$ cat src/rtl/ps_frame_pkg.sv
// Shared definitions for the parametrised frame encoder.
//   - 8b10b K-character codes used for framing
//   - frame sequencing state type
//   - single-byte CRC-8 step (MSB-first, no reflection)
package ps_frame_pkg;

  localparam logic [7:0] K28_1 = 8'h3C;  // start of frame
  localparam logic [7:0] K28_5 = 8'hBC;  // idle / comma
  localparam logic [7:0] K29_7 = 8'hFD;  // end of frame
  localparam logic [7:0] K30_7 = 8'hFE;  // abort

  typedef enum logic [2:0] {
    IDLE,
    SOF,
    PAYLOAD,
    CRC,
    EOF
  } state_t;

  function automatic logic [7:0] crc8_step(input logic [7:0] crc,
                                           input logic [7:0] data,
                                           input logic [7:0] poly);
    logic [7:0] c;
    c = crc ^ data;
    for (int unsigned i = 0; i < 8; i++) begin
      c = c[7] ? ((c << 1) ^ poly) : (c << 1);
    end
    return c;
  endfunction

endpackage

$ cat src/rtl/frame_crc8.sv
// Registered CRC-8 accumulator.
//   clk, reset : system clock, synchronous active-high reset (loads INIT)
//   init       : load INIT at this edge (has priority over en)
//   en         : fold data into the CRC at this edge
//   data       : byte to fold in
//   crc_next   : combinational next value; equals the held CRC when init=en=0
module frame_crc8
  import ps_frame_pkg::*;
#(
  parameter logic [7:0] POLY = 8'h07,
  parameter logic [7:0] INIT = 8'hFF
) (
  input  logic       clk,
  input  logic       reset,
  input  logic       init,
  input  logic       en,
  input  logic [7:0] data,
  output logic [7:0] crc_next
);

  logic [7:0] crc_q;

  always_comb begin
    crc_next = crc_q;
    if (init)    crc_next = INIT;
    else if (en) crc_next = crc8_step(crc_q, data, POLY);
  end

  always_ff @(posedge clk) begin
    if (reset) crc_q <= INIT;
    else       crc_q <= crc_next;
  end

endmodule

$ cat src/rtl/frame_encoder_param.sv
// Frame encoder: SOF_K | PAYLOAD_LEN data bytes | CRC-8 | EOF_K, IDLE_K fill,
// ABORT_K on source underrun. One character (byte + K flag) per tx_ce cycle.
//   clk, reset   : system clock, synchronous active-high reset
//   tx_ce        : character-rate enable; all state frozen while 0
//   s_data       : payload byte
//   s_valid      : s_data valid
//   s_ready      : byte consumed at this edge when s_valid & s_ready
//   tx_char/tx_k : registered character and K flag to the 8b10b encoder
//   underrun     : one-cycle pulse when a frame is aborted
//   frames_sent  : completed-frame count, wrapping
module frame_encoder_param
  import ps_frame_pkg::*;
#(
  parameter int unsigned PAYLOAD_LEN = 7,
  parameter logic [7:0]  CRC_POLY    = 8'h07,
  parameter logic [7:0]  CRC_INIT    = 8'hFF,
  parameter int unsigned MIN_IDLE    = 1,
  parameter logic [7:0]  SOF_K       = K28_1,
  parameter logic [7:0]  EOF_K       = K29_7,
  parameter logic [7:0]  IDLE_K      = K28_5,
  parameter logic [7:0]  ABORT_K     = K30_7
) (
  input  logic        clk,
  input  logic        reset,
  input  logic        tx_ce,
  input  logic [7:0]  s_data,
  input  logic        s_valid,
  output logic        s_ready,
  output logic [7:0]  tx_char,
  output logic        tx_k,
  output logic        underrun,
  output logic [15:0] frames_sent
);

  localparam int unsigned BW = $clog2(PAYLOAD_LEN + 1);
  localparam int unsigned IW = $clog2(MIN_IDLE + 1);
  localparam logic [BW-1:0] LAST_BYTE = BW'(PAYLOAD_LEN - 1);
  localparam logic [IW-1:0] IDLE_SAT  = IW'(MIN_IDLE);

  state_t          state;
  logic [BW-1:0]   byte_cnt;
  logic [IW-1:0]   idle_cnt;
  logic [7:0]      crc_next;
  logic            crc_init;
  logic            crc_en;
  logic            idle_done;

  assign s_ready   = tx_ce & (state == PAYLOAD) & ~reset;
  assign crc_init  = tx_ce & (state == SOF);
  assign crc_en    = s_ready & s_valid;
  assign idle_done = (32'(idle_cnt) + 32'd1) >= MIN_IDLE;

  frame_crc8 #(
    .POLY (CRC_POLY),
    .INIT (CRC_INIT)
  ) u_crc (
    .clk      (clk),
    .reset    (reset),
    .init     (crc_init),
    .en       (crc_en),
    .data     (s_data),
    .crc_next (crc_next)
  );

  always_ff @(posedge clk) begin
    if (reset) begin
      state       <= IDLE;
      tx_char     <= IDLE_K;
      tx_k        <= 1'b1;
      underrun    <= 1'b0;
      frames_sent <= '0;
      idle_cnt    <= '0;
      byte_cnt    <= '0;
    end else begin
      underrun <= 1'b0;
      if (tx_ce) begin
        unique case (state)
          IDLE: begin
            tx_char <= IDLE_K;
            tx_k    <= 1'b1;
            if (idle_cnt != IDLE_SAT) idle_cnt <= idle_cnt + 1'b1;
            if (s_valid && idle_done) state <= SOF;
          end
          SOF: begin
            tx_char  <= SOF_K;
            tx_k     <= 1'b1;
            byte_cnt <= '0;
            state    <= PAYLOAD;
          end
          PAYLOAD: begin
            if (s_valid) begin
              tx_char  <= s_data;
              tx_k     <= 1'b0;
              byte_cnt <= byte_cnt + 1'b1;
              if (byte_cnt == LAST_BYTE) state <= CRC;
            end else begin
              tx_char  <= ABORT_K;
              tx_k     <= 1'b1;
              underrun <= 1'b1;
              idle_cnt <= '0;
              state    <= IDLE;
            end
          end
          CRC: begin
            // CRC engine is idle here, so crc_next is the accumulated payload CRC.
            tx_char <= crc_next;
            tx_k    <= 1'b0;
            state   <= EOF;
          end
          EOF: begin
            tx_char     <= EOF_K;
            tx_k        <= 1'b1;
            frames_sent <= frames_sent + 16'd1;
            idle_cnt    <= '0;
            state       <= IDLE;
          end
          default: state <= IDLE;
        endcase
      end
    end
  end

endmodule

$ cat config.mk
export PLATFORM = sky130hd
export DESIGN_NAME = frame_encoder_param
export DESIGN_NICKNAME = d
export VERILOG_FILES = /design/src/rtl/ps_frame_pkg.sv /design/src/rtl/frame_crc8.sv /design/src/rtl/frame_encoder_param.sv
export SDC_FILE = /design/constraint.sdc
export NUM_CORES = 1
export LEC_CHECK = 0
export BUFFER_PORTS_ARGS = -buffer_cell sky130_fd_sc_hd__buf_4
export CAP_MARGIN = 15
export CORE_ASPECT_RATIO = 1.25
export CORE_MARGIN = 3
export CORE_UTILIZATION = 34
export DETAILED_ROUTE_END_ITERATION = 10
export PLACE_DENSITY_LB_ADDON = 0.1
export SLEW_MARGIN = 20
export SYNTH_ARGS = -nofsm -noshare
export SYNTH_HDL_FRONTEND = slang
export SYNTH_SLANG_ARGS = --single-unit
$ cat constraint.sdc
create_clock -name clk -period 4.2 [get_ports clk]
set_input_delay 0.84 -clock clk [delete_from_list [all_inputs] [get_ports clk]]
set_output_delay 0.84 -clock clk [all_outputs]
set_load 0.02 [all_outputs]
* Word level (Yosys, flattened, before mapping)
Index checks and enable logic that the tools add are counted.
Storage, ports and cells: word-level logic and storage cells 75, output and inout port bits 27, register bits 41
Cells by class: mux-type cells 23, add/subtract/negate cells 4, bitwise operators 16, eq/ne operators 9, magnitude comparators 1, reductions and logical operators 14
Operator list (count):
- 8-bit one-hot mux with 5 select lines | 1
- 3-bit 2-to-1 mux | 12
- 8-bit 2-to-1 mux | 3
- 3-bit NOT | 8
- 16-bit by 1-bit adder with 16-bit output (second input constant) | 1
- 3-bit one-hot mux with 4 select lines | 1
- 3-bit AND reduction | 3
- 8-bit XOR | 1
- 3-bit by 2-bit == test with 1-bit output (second input constant) | 2
- 3-bit == test (second input constant) | 2
- 2-bit != test (second input constant) | 3
- 1-bit one-hot mux with 3 select lines | 2
- 3-bit one-hot mux with 2 select lines | 1
- 2-bit AND reduction | 3
- 3-bit nonzero test | 2
- 3-bit OR reduction | 2
- 5-bit nonzero test | 1
- 1-bit bitwise AND | 4
- 3-bit by 1-bit adder with 3-bit output (second input constant) | 1
- 3-bit by 1-bit == test with 1-bit output (second input constant) | 1
- 3-bit logical NOT | 1
- 1-bit 2-to-1 mux | 3
- 3-bit by 2-bit != test with 1-bit output (second input constant) | 1
- 1-bit NOT | 3
- 5 further kinds | 5

* Longest topological paths before layout
depth in word-level cells 20, depth in mapped cells 8, depth with buffers taken out 6

* Cells and area by module
A second synthesis with hierarchy kept.
Unflattened totals: cells, all modules 263, area total of the unflattened synthesis 2362.3 um^2
By module, submodules not included:
- frame_encoder_param | cells each 183, area an instance 1602.8 um^2, instances 1, seq. area each 640.6 um^2
- frame_crc8 | cells each 80, area an instance 759.5 um^2, instances 1, seq. area each 160.2 um^2

* Least setup slack after synthesis
OpenSTA, ideal clock, no wires.
path type in2out, start point input reset, end point output s_ready, buffers on the path 0, setup slack 1.826 ns, cell stages on the path 2, data arrival time 1.534 ns, data required time 3.360 ns, path through nand2b_1 nor3_1
On the way: word-level cells in the longest chain between the ends 2
Ends and longest elaborated chain:
- start, declared | RTL line frame_encoder_param.sv:24 | input logic reset,
- 1-bit NOT | RTL line frame_encoder_param.sv:48 | assign s_ready = tx_ce & (state == PAYLOAD) & ~reset;
- 1-bit bitwise AND | RTL line frame_encoder_param.sv:48
- end, declared | RTL line frame_encoder_param.sv:28 | output logic s_ready,
Every way passes these cells.

* Worst setup path in the final report
Same ends and word-level chain as after synthesis.

==> results.toml <==
[outcome]
outcome = "finished clean"

[critical_path]
critical_path.slowest_cell = "nand2b_1"
worstPathRequired_ns = 3.36
r2r_cells = 5
crit_path_max_incr_delay_ns = 0.26
critPathKind = "in2out"
reg2reg_to = "tx_char[7]"
path_max_fanout = 33
arrival_ns = 1.70
cpMostUsedCell = "buf_4"
reg2reg_slack_ns = 1.85
cp-end-kind = "primary output"
r2r_start = "state[1]"
path_cells = "buf_4, nand2b_1, nor3_1, buf_4"
crit_path_start_kind = "input port"

[detailed_routing]
post_drt_wl_per_cell_um = 13.96
wl_met3_um = 177
highest_layer = "met4"
wl_met1_um = 2220
wl_met2_um = 2314
via_count = 1745
first_iter_violations = 86
viasPerCell = 5.117
drc = 0
drt_wl_total_um = 4759
detail-route-antenna-nets = 0
first_pass_iters = 4

[floorplan]
die_area_um2 = 7005
core_um2 = 5818
fp.dieH_um = 92.83
initial_utilization_pct = 35.25
pin_count = 39
die_x_um = 75.47
num_rows = 31

[clocking]
root_buffer = "clkbuf_8"
insertion_delay_ns = 0.29
clock_sinks = 40
tritoncts = "done"
clk_pin_slew_ns = 0.08
postCtsHoldBufs = 0
cts-htree-levels = 2
clockBufferDepth = 2
cts_resized = 0
cts_setup_buffers = 0
numCtsBuffers = 5

[timing]
hold_viol = 0
fin_crit_ns = 2.538
finalMaxSlewViolations = 0
tns_ns = 0
worstMarginPinSlew_ns = 0.5716
rsz0062_at_grt = "false"
post-route-period-util_pct = 60.42
setup_ws_ns = 1.662
fin_worst_skew_ns = 0.006769
setup_viol = 0
maxSlewHeadroom_pct = 61.89
fmax_mhz = 394.1

[global_route]
grt.total_usage_pct = 14.64
grt_max_degree = 34
grt_pass1_vias = 1679
antenna_found_initial = 0
overflow = 0
grt_pass1_wl_um = 7976

[yosys]
yosys_most_used_dff = "dfxtp_1"
synthCells = 241
synth-edff-count = 0
yosysUniqueCellTypes = 37
synth-warning-count = 0
async_reset_ff_share_pct = 0
synth_seq_cells = 40
synth_fp_nets = 256
syn-cell-area_um2 = 2051
synth-seq-area-share_pct = 39.05
postSynthAreaPerCell_um2 = 8.509

[worst_hold_path]
hp-class = "reg2reg"
whs_endpoint = "tx_char[6]"
worstHoldStart = "tx_char[6]"
hold_depth = 2

[place]
io_buffers = 38
hpwl_um = 3444
globalplace.congestion = 0.7843
dp_worst_setup_slack_ns = 1.527
numPlacedInstances = 333

[final_layout]
nets = 289
diodes = 0
area_growth_pct = 20.87
layout_commonest_cell = "dfxtp_1"
fin_cells = 341
drive_above_1_share_pct = 17.82
utilization_pct = 42.60
layout_common_cells = "dfxtp_1, buf_4, nor2_1"

[power]
p_leak_nw = 0.9945
cellPowerDensity_nw_per_um2 = 318.6
peakVddDrop_mv = 0.1446

[job]
maxCapViolCount = 0
[layer usage]
metal | vias to the layer above | track usage (%)
met5 | - | 0
met4 | 0 | 4.810
met3 | 5 | 3.149
met2 | 30 | 24.35
met1 | 800 | 18.34
li1 | 910 | -
[power breakdown]
part / total, mW / leakage [nW] / internal (mW) / switching (mW)
sequential: 0.388 / 0.323 / 0.382 / 0.00549
combinational: 0.0870 / 0.616 / 0.0406 / 0.0465
clock: 0.315 / 0.0552 / 0.177 / 0.138
total: 0.790 / 0.995 / 0.600 / 0.190
[worst max-delay path, delay by kind of cell]
| family | cells | cell delay, ns |
|---|---|---|
| and+or+nand+nor | 2 | 0.46 |
| buffers and inverters | 2 | 0.40 |
[cell type report]
type,instances,area (um^2)
Inverter,6,22.52
Tap cell,66,82.58
Multi-Input combinational cell,183,1180
Clock buffer,6,72.57
Clock inverter,2,35.03
Sequential cell,40,800.8
Timing Repair Buffer,38,285.3
Fill cell,616,3339
[synthesized netlist by cell type (2+ instances only)]
library cell / count / area [um^2]
o22ai_1: 9 / 56.30
nor2_1: 26 / 97.59
ha_1: 3 / 37.54
nand4_1: 6 / 37.54
inv_1: 5 / 18.77
xnor3_2: 2 / 47.55
and4_1: 2 / 17.52
or3_1: 7 / 43.79
xor2_1: 13 / 113.9
a21oi_1: 11 / 55.05
nor3_1: 10 / 50.05
nand3b_1: 2 / 15.01
nand2_1: 19 / 71.32
nand3_1: 9 / 45.04
o211ai_1: 2 / 15.01
nand2b_1: 9 / 56.30
o21a_1: 2 / 15.01
xnor2_1: 17 / 148.9
buf_2: 2 / 10.01
a31oi_1: 2 / 12.51
and2_1: 2 / 12.51
mux2i_1: 2 / 20.02
clkbuf_1: 10 / 37.54
dfxtp_1: 40 / 800.8
and3_1: 6 / 37.54
o21ai_0: 12 / 60.06
[kinds of logic after synthesis]
logic type	Yosys count	synth area share, %
AND/OR/NAND/NOR	102	25.20
buffers and inverters	18	3.417
flip-flops	40	39.05
multiplexers	2	0.9762
XOR/XNOR	34	17.57
adder cells (fa/ha/maj)	3	1.831
AO/OA/AOI/OAI	42	11.96
[per-stage QoR]
step,power [mW],cell area (um^2),hold WS [ns]
global placement,0.4842,2371,0.4542
global route,0.8275,2479,0.5025
detailed placement,0.4847,2371,0.4482
finish,0.7898,2479,0.4621
CTS,0.8019,2479,0.4677
floorplan,0.4557,2051,0.4753
[registers in the layout (all words and copies together) (netlist names)]
name,flops
frames_sent,16
tx_char,8
u_crc.crc_q,8
byte_cnt,3
state,3
tx_k,1
underrun,1
[worst max-delay path by stage]
| stage | from | end | cells past startpoint |
|---|---|---|---|
| after CTS | reset | s_ready | 4 |
| after global routing | state[1] | s_ready | 3 |
| after floorplan | reset | s_ready | 2 |
| after global placement | reset | tx_char[7] | 6 |
| final | reset | s_ready | 4 |
| after detailed placement | reset | tx_char[7] | 6 |
(Power assumes the default switching activity.)
